==> config.mk <==
export PLATFORM = sky130hd
export DESIGN_NAME = intadd_sched
export DESIGN_NICKNAME = d
export VERILOG_FILES = /design/src/rtl/intadd_sched.sv
export SDC_FILE = /design/constraint.sdc
export NUM_CORES = 1
export LEC_CHECK = 0
export BUFFER_PORTS_ARGS = -buffer_cell sky130_fd_sc_hd__buf_2
export CORE_AREA = 2 2 757 759
export CTS_CLUSTER_DIAMETER = 200
export CTS_CLUSTER_SIZE = 20
export DETAILED_ROUTE_END_ITERATION = 10
export DIE_AREA = 0 0 759 761
export PLACE_DENSITY = 0.3
export SLEW_MARGIN = 10
export SYNTH_ARGS = -nofsm -noshare
export SYNTH_HDL_FRONTEND = slang
export SYNTH_SLANG_ARGS = --single-unit
==> constraint.sdc <==
create_clock -name clk -period 2.9 [get_ports clk]
set_input_delay 0.435 -clock clk [delete_from_list [all_inputs] [get_ports clk]]
set_output_delay 0.435 -clock clk [all_outputs]
set_load 0.02 [all_outputs]
==> src/rtl/intadd_sched.sv <==
// intadd_sched -- schedules operations from two requesters onto one shared
// intadd unit, keeping exactly one operation in flight
// (IDLE -> ISSUE -> WAIT -> RESP -> IDLE).
// Build option: define INTADD_SCHED_RR_EN for round-robin arbitration;
// without it req0 has fixed priority over req1 and no pointer exists.
//
// Handshake rules: a request transfers on a rising clk edge where reqN_valid
// and reqN_ready are both 1. reqN_ready is combinational on the valids and is
// only ever 1 in IDLE for the arbitration winner. A requester holds valid and
// payload until that edge. A response is presented with rsp_valid and holds
// rsp_id/rsp_* stable until an edge where rsp_valid & rsp_ready are both 1.
module intadd_sched #(
    parameter int RES_LAT = 1
) (
    input  logic         clk,
    input  logic         rst_n,
    input  logic         req0_valid,
    output logic         req0_ready,
    input  logic [127:0] req0_src0,
    input  logic [127:0] req0_src1,
    input  logic [127:0] req0_src2,
    input  logic [9:0]   req0_ctrl,
    input  logic         req1_valid,
    output logic         req1_ready,
    input  logic [127:0] req1_src0,
    input  logic [127:0] req1_src1,
    input  logic [127:0] req1_src2,
    input  logic [9:0]   req1_ctrl,
    output logic [10:0]  cru_intadd,
    output logic [127:0] src_reg0,
    output logic [127:0] src_reg1,
    output logic [127:0] src_reg2,
    input  logic [127:0] dst_reg0,
    input  logic [127:0] dst_reg1,
    input  logic [127:0] st,
    output logic         rsp_valid,
    input  logic         rsp_ready,
    output logic         rsp_id,
    output logic [127:0] rsp_dst0,
    output logic [127:0] rsp_dst1,
    output logic [127:0] rsp_st,
    output logic [1:0]   state_dbg
);

    localparam logic [1:0] S_IDLE  = 2'd0;
    localparam logic [1:0] S_ISSUE = 2'd1;
    localparam logic [1:0] S_WAIT  = 2'd2;
    localparam logic [1:0] S_RESP  = 2'd3;

    logic [1:0] state_q;
    logic [2:0] cnt_q;
    logic [9:0] ctrl_q;
    logic       id_q;
    logic       grant0;
    logic       grant1;
    logic       accept;
    logic       capture;

`ifdef INTADD_SCHED_RR_EN
    logic ptr_q;

    // Round-robin: on contention the pointer's requester wins
    always_comb begin
        grant0 = req0_valid;
        grant1 = req1_valid;
        if (req0_valid && req1_valid) begin
            grant0 = ~ptr_q;
            grant1 = ptr_q;
        end
    end

    // After every acceptance the pointer moves to the requester not served
    always_ff @(posedge clk or negedge rst_n) begin
        if (!rst_n) begin
            ptr_q <= 1'b0;
        end else if (accept) begin
            ptr_q <= grant0;
        end
    end
`else
    // Fixed priority: req0 always beats req1
    always_comb begin
        grant0 = req0_valid;
        grant1 = req1_valid & ~req0_valid;
    end
`endif

    // Readies only in IDLE; gated by rst_n so they drop the moment reset asserts
    always_comb begin
        req0_ready = rst_n & (state_q == S_IDLE) & grant0;
        req1_ready = rst_n & (state_q == S_IDLE) & grant1;
    end

    assign accept     = req0_ready | req1_ready;
    assign capture    = (state_q == S_WAIT) && (cnt_q == 3'd0);
    assign cru_intadd = {state_q == S_ISSUE, ctrl_q};
    assign rsp_valid  = (state_q == S_RESP);
    assign state_dbg  = state_q;

    // Sequencer plus the WAIT latency counter
    always_ff @(posedge clk or negedge rst_n) begin
        if (!rst_n) begin
            state_q <= S_IDLE;
            cnt_q   <= 3'd0;
        end else begin
            case (state_q)
                S_IDLE:  if (accept) state_q <= S_ISSUE;
                S_ISSUE: begin
                    state_q <= S_WAIT;
                    cnt_q   <= 3'(RES_LAT - 1);
                end
                S_WAIT:  begin
                    if (cnt_q == 3'd0) state_q <= S_RESP;
                    else               cnt_q   <= cnt_q - 3'd1;
                end
                S_RESP:  if (rsp_ready) state_q <= S_IDLE;
                default: state_q <= S_IDLE;
            endcase
        end
    end

    // Register the winner's operands, control and id on acceptance
    always_ff @(posedge clk or negedge rst_n) begin
        if (!rst_n) begin
            src_reg0 <= '0;
            src_reg1 <= '0;
            src_reg2 <= '0;
            ctrl_q   <= '0;
            id_q     <= 1'b0;
        end else if (accept) begin
            src_reg0 <= grant1 ? req1_src0 : req0_src0;
            src_reg1 <= grant1 ? req1_src1 : req0_src1;
            src_reg2 <= grant1 ? req1_src2 : req0_src2;
            ctrl_q   <= grant1 ? req1_ctrl : req0_ctrl;
            id_q     <= grant1;
        end
    end

    // Capture the unit's results when the latency counter expires
    always_ff @(posedge clk or negedge rst_n) begin
        if (!rst_n) begin
            rsp_dst0 <= '0;
            rsp_dst1 <= '0;
            rsp_st   <= '0;
            rsp_id   <= 1'b0;
        end else if (capture) begin
            rsp_dst0 <= dst_reg0;
            rsp_dst1 <= dst_reg1;
            rsp_st   <= st;
            rsp_id   <= id_q;
        end
    end

endmodule
==> flow_summary_export.csv <==
group,metric,value,unit
sta,slew_headroom,37.77,%
global_route,met1_usage,14.26,%
hold_path,hold_depth,3,
setup_path,crit_arrival,2.19,ns
final_layout,drive_gt1_share,44.27,%
cts,clk_latency,0.80,ns
setup_path,crit_fanout,5,
floorplan,start_util,5.703,%
yosys,ys_seq_area_share,60.38,%
sta,final.setup_skew,0.05322,ns
yosys,synth.cell_area,32530,µm²
sta,worst_slack,0.2750,ns
yosys,ys_warn_count,0,
route,drtPass1Iterations,5,
route,wl_per_cell,30.15,µm
floorplan,die_height,761,µm
route,ant_nets,0,
sta,setup_viol,0,
run_status,status,"completed",
yosys,syn-instance-count,2560,
power_and_ir_drop,cellLeakagePower,28.40,nW
global_route,use_met3,9.116,%
global_route,grt_overflow,0,
route,initialDrtViolationCount,1708,
cts,htreeDepth,2,
cts,cts_tree,"yes",
yosys,syn_avg_cell_area,12.71,µm²
setup_path,critical_path_class,"flip-flop to primary output",
floorplan,row_count,278,
placed_design,dp_hpwl,361.4,mm
sta,hold_viol,0,
final_layout,areaGrowthSynthToFinish,101.5,%
global_route,grt_use_total,13.52,%
job,maxCapViolations,0,
power_and_ir_drop,p_per_area,954.9,nW/µm²
final_layout,layout_commonest_cell,"buf_2",
cts,cts_buffer_depth,3,
global_route,grt_pass1_wl,489.3,mm
setup_path,required,2.47,ns
sta,finalCriticalPeriod,2.625,ns
floorplan,pin_count,1962,
route,avgViaCountPerCell,2.619,
cts,numCtsBuffers,49,
route,drc,0,
route,drt-total-wl,403.6,mm
setup_path,critPathCaptureType,"primary output",
sta,worst_slew_pin_slew,0.9335,ns
placed_design,post-place-ws,0.4864,ns
hold_path,hold_path.class,"input port to flip-flop",
setup_path,cp-start-kind,"flip-flop",
floorplan,design.die.area,577600,µm²
sta,drv_slew,0,
global_route,antenna_found_initial,434,
final_layout,layout_common_cells,"1,958 x buf_2, 1,152 x dlygate4sd3_1, 783 x dfrtp_1, 395 x nand2_1, 395 x mux2i_1",
route,num_vias,35060,
setup_path,worstRegToRegCells,7,
global_route,first_global_vias,36440,
sta,finalCritPeriodShare,90.52,%
sta,tns,0,ns
placed_design,io_buffers,1961,
placed_design,gp_congestion,1.019,
cts,cts_sinks,785,
cts,root_buffer,"clkbuf_16",
floorplan,die_w,759,µm
yosys,ys_types,24,
sta,rsz0062_at_grt,"false",
cts,clk_pin_slew_worst_paths,0.10,ns
power_and_ir_drop,peakVddDrop,0.6426,mV
global_route,gr-usage-met2,21.03,%
floorplan,core,570400,µm²
final_layout,nets,6821,
global_route,gr-max-usage-layer,"met2",
yosys,ys_seq_elements,785,
global_route,grt_max_degree,133,
sta,fmax,380.9,MHz
yosys,syn_nets,3744,
-- Yosys cell counts --
library cell / instances / area share (%)
a222oi_1: 1 / 0.031
ha_1: 7 / 0.27
clkbuf_4: 2 / 0.046
nand2b_1: 2 / 0.038
buf_1: 2 / 0.023
and3_1: 2 / 0.038
mux2i_1: 395 / 12
nor2_1: 2 / 0.023
inv_1: 7 / 0.081
buf_2: 73 / 1.1
buf_6: 1 / 0.035
dfrtp_1: 785 / 60
clkbuf_1: 58 / 0.67
o211ai_2: 1 / 0.038
mux2_2: 385 / 13
o21ai_0: 394 / 6.1
o211ai_1: 2 / 0.046
nor2b_1: 1 / 0.019
nand2_1: 396 / 4.6
buf_4: 38 / 0.88
xnor2_1: 1 / 0.027
o31ai_1: 3 / 0.069
mux2_1: 1 / 0.035
a31oi_1: 1 / 0.019
-- layout make-up --
type | count | area, µm²
timing repair buffer | 3200 | 22520
multi-input combinational | 1594 | 11980
antenna | 177 | 442.9
inverter | 7 | 26.28
sequential | 785 | 19650
tap | 7560 | 9459
clock inverter | 13 | 230.2
clock buffer | 51 | 1255
fill | 65870 | 504900
-- sequential cells by signal, indices dropped and copies added (netlist names) --
| name | flops |
|---|---|
| rsp_dst1 | 128 |
| cnt_q | 3 |
| state_dbg | 2 |
| src_reg0 | 128 |
| rsp_dst0 | 128 |
| src_reg2 | 128 |
| rsp_st | 128 |
| src_reg1 | 128 |
| rsp_id | 1 |
| ctrl_q | 10 |
| id_q | 1 |
-- critical path: stages, from the launching register on --
cell,delay [ns]
dfrtp_2,0.47
inv_1,0.15
ha_1,0.17
buf_4,0.18
and3_1,0.22
buf_6,0.18
-- final timing paths --
check	to	startpoint	slack [ns]
max	req0_ready	state_dbg[0]$_DFFE_PN0P_	0.27
min reg2reg	src_reg2[98]$_DFFE_PN0P_	src_reg2[98]$_DFFE_PN0P_	0.48
max reg2reg	src_reg0[118]$_DFFE_PN0P_	state_dbg[0]$_DFFE_PN0P_	0.55
max in group asynchronous	src_reg1[71]$_DFFE_PN0P_	rst_n	1.27
min	src_reg2[92]$_DFFE_PN0P_	req1_src2[92]	0.09
min in group asynchronous	rsp_dst0[6]$_DFFE_PN0P_	rst_n	0.34
-- power by group --
group | switching [mW] | leakage [nW] | internal, mW
clock network | 5.04 | 0.725 | 3.44
registers | 3.03 | 9.52 | 16.3
logic | 24.4 | 18.2 | 10.4
total | 32.5 | 28.4 | 30.1
-- repair_timing --
action | CTS | global route
cloned | 0 | 0
hold endpoints to repair | 837 | 0
hold buffers | 1152 | 0
setup endpoints to repair | 2 | 2
setup buffers | 0 | 0
pin swaps | 0 | 0
gates resized for setup | 4 | 1
-- per-stage QoR --
stage / std cells / total power, mW / util [%] / hold slack [ns] / cell area [µm²]
after global placement: 11990 / 54.00 / 9.132 / 0.4570 / 52090
after detailed placement: 11990 / 53.85 / 9.132 / 0.4654 / 52090
after CTS: 13210 / 64.71 / 11.42 / 0.001687 / 65120
final: 13390 / 62.61 / 11.49 / 0.09345 / 65560
after global routing: 13310 / 66.80 / 11.46 / 0.03731 / 65380
after floorplan: 2560 / 33.22 / - / 0.1394 / 32530
-- per-layer routing --
metal  vias up  part of all wire, %
li1      15220                    -
met1     17000                   36
met2      2019                   43
met3       719                   15
met4       108                  5.3
met5         -                 0.18
-- logic make-up (layout without fill, tap and decap cells) --
kind of cell               Yosys count  after routing  synth area share (%)
DFF                                785            785                 60.38
muxes                              781            781                 25.51
and+or+nand+nor                    403            403                 4.688
AOI/OAI and AO/OA                  402            402                 6.265
buffers and inverters              181           3271                 2.854
adders and majority gates            7              7                0.2692
xor gates and xnor gates             1              1               0.02693
other                                0            177                     0
Power figures use the tool's default switching activity.
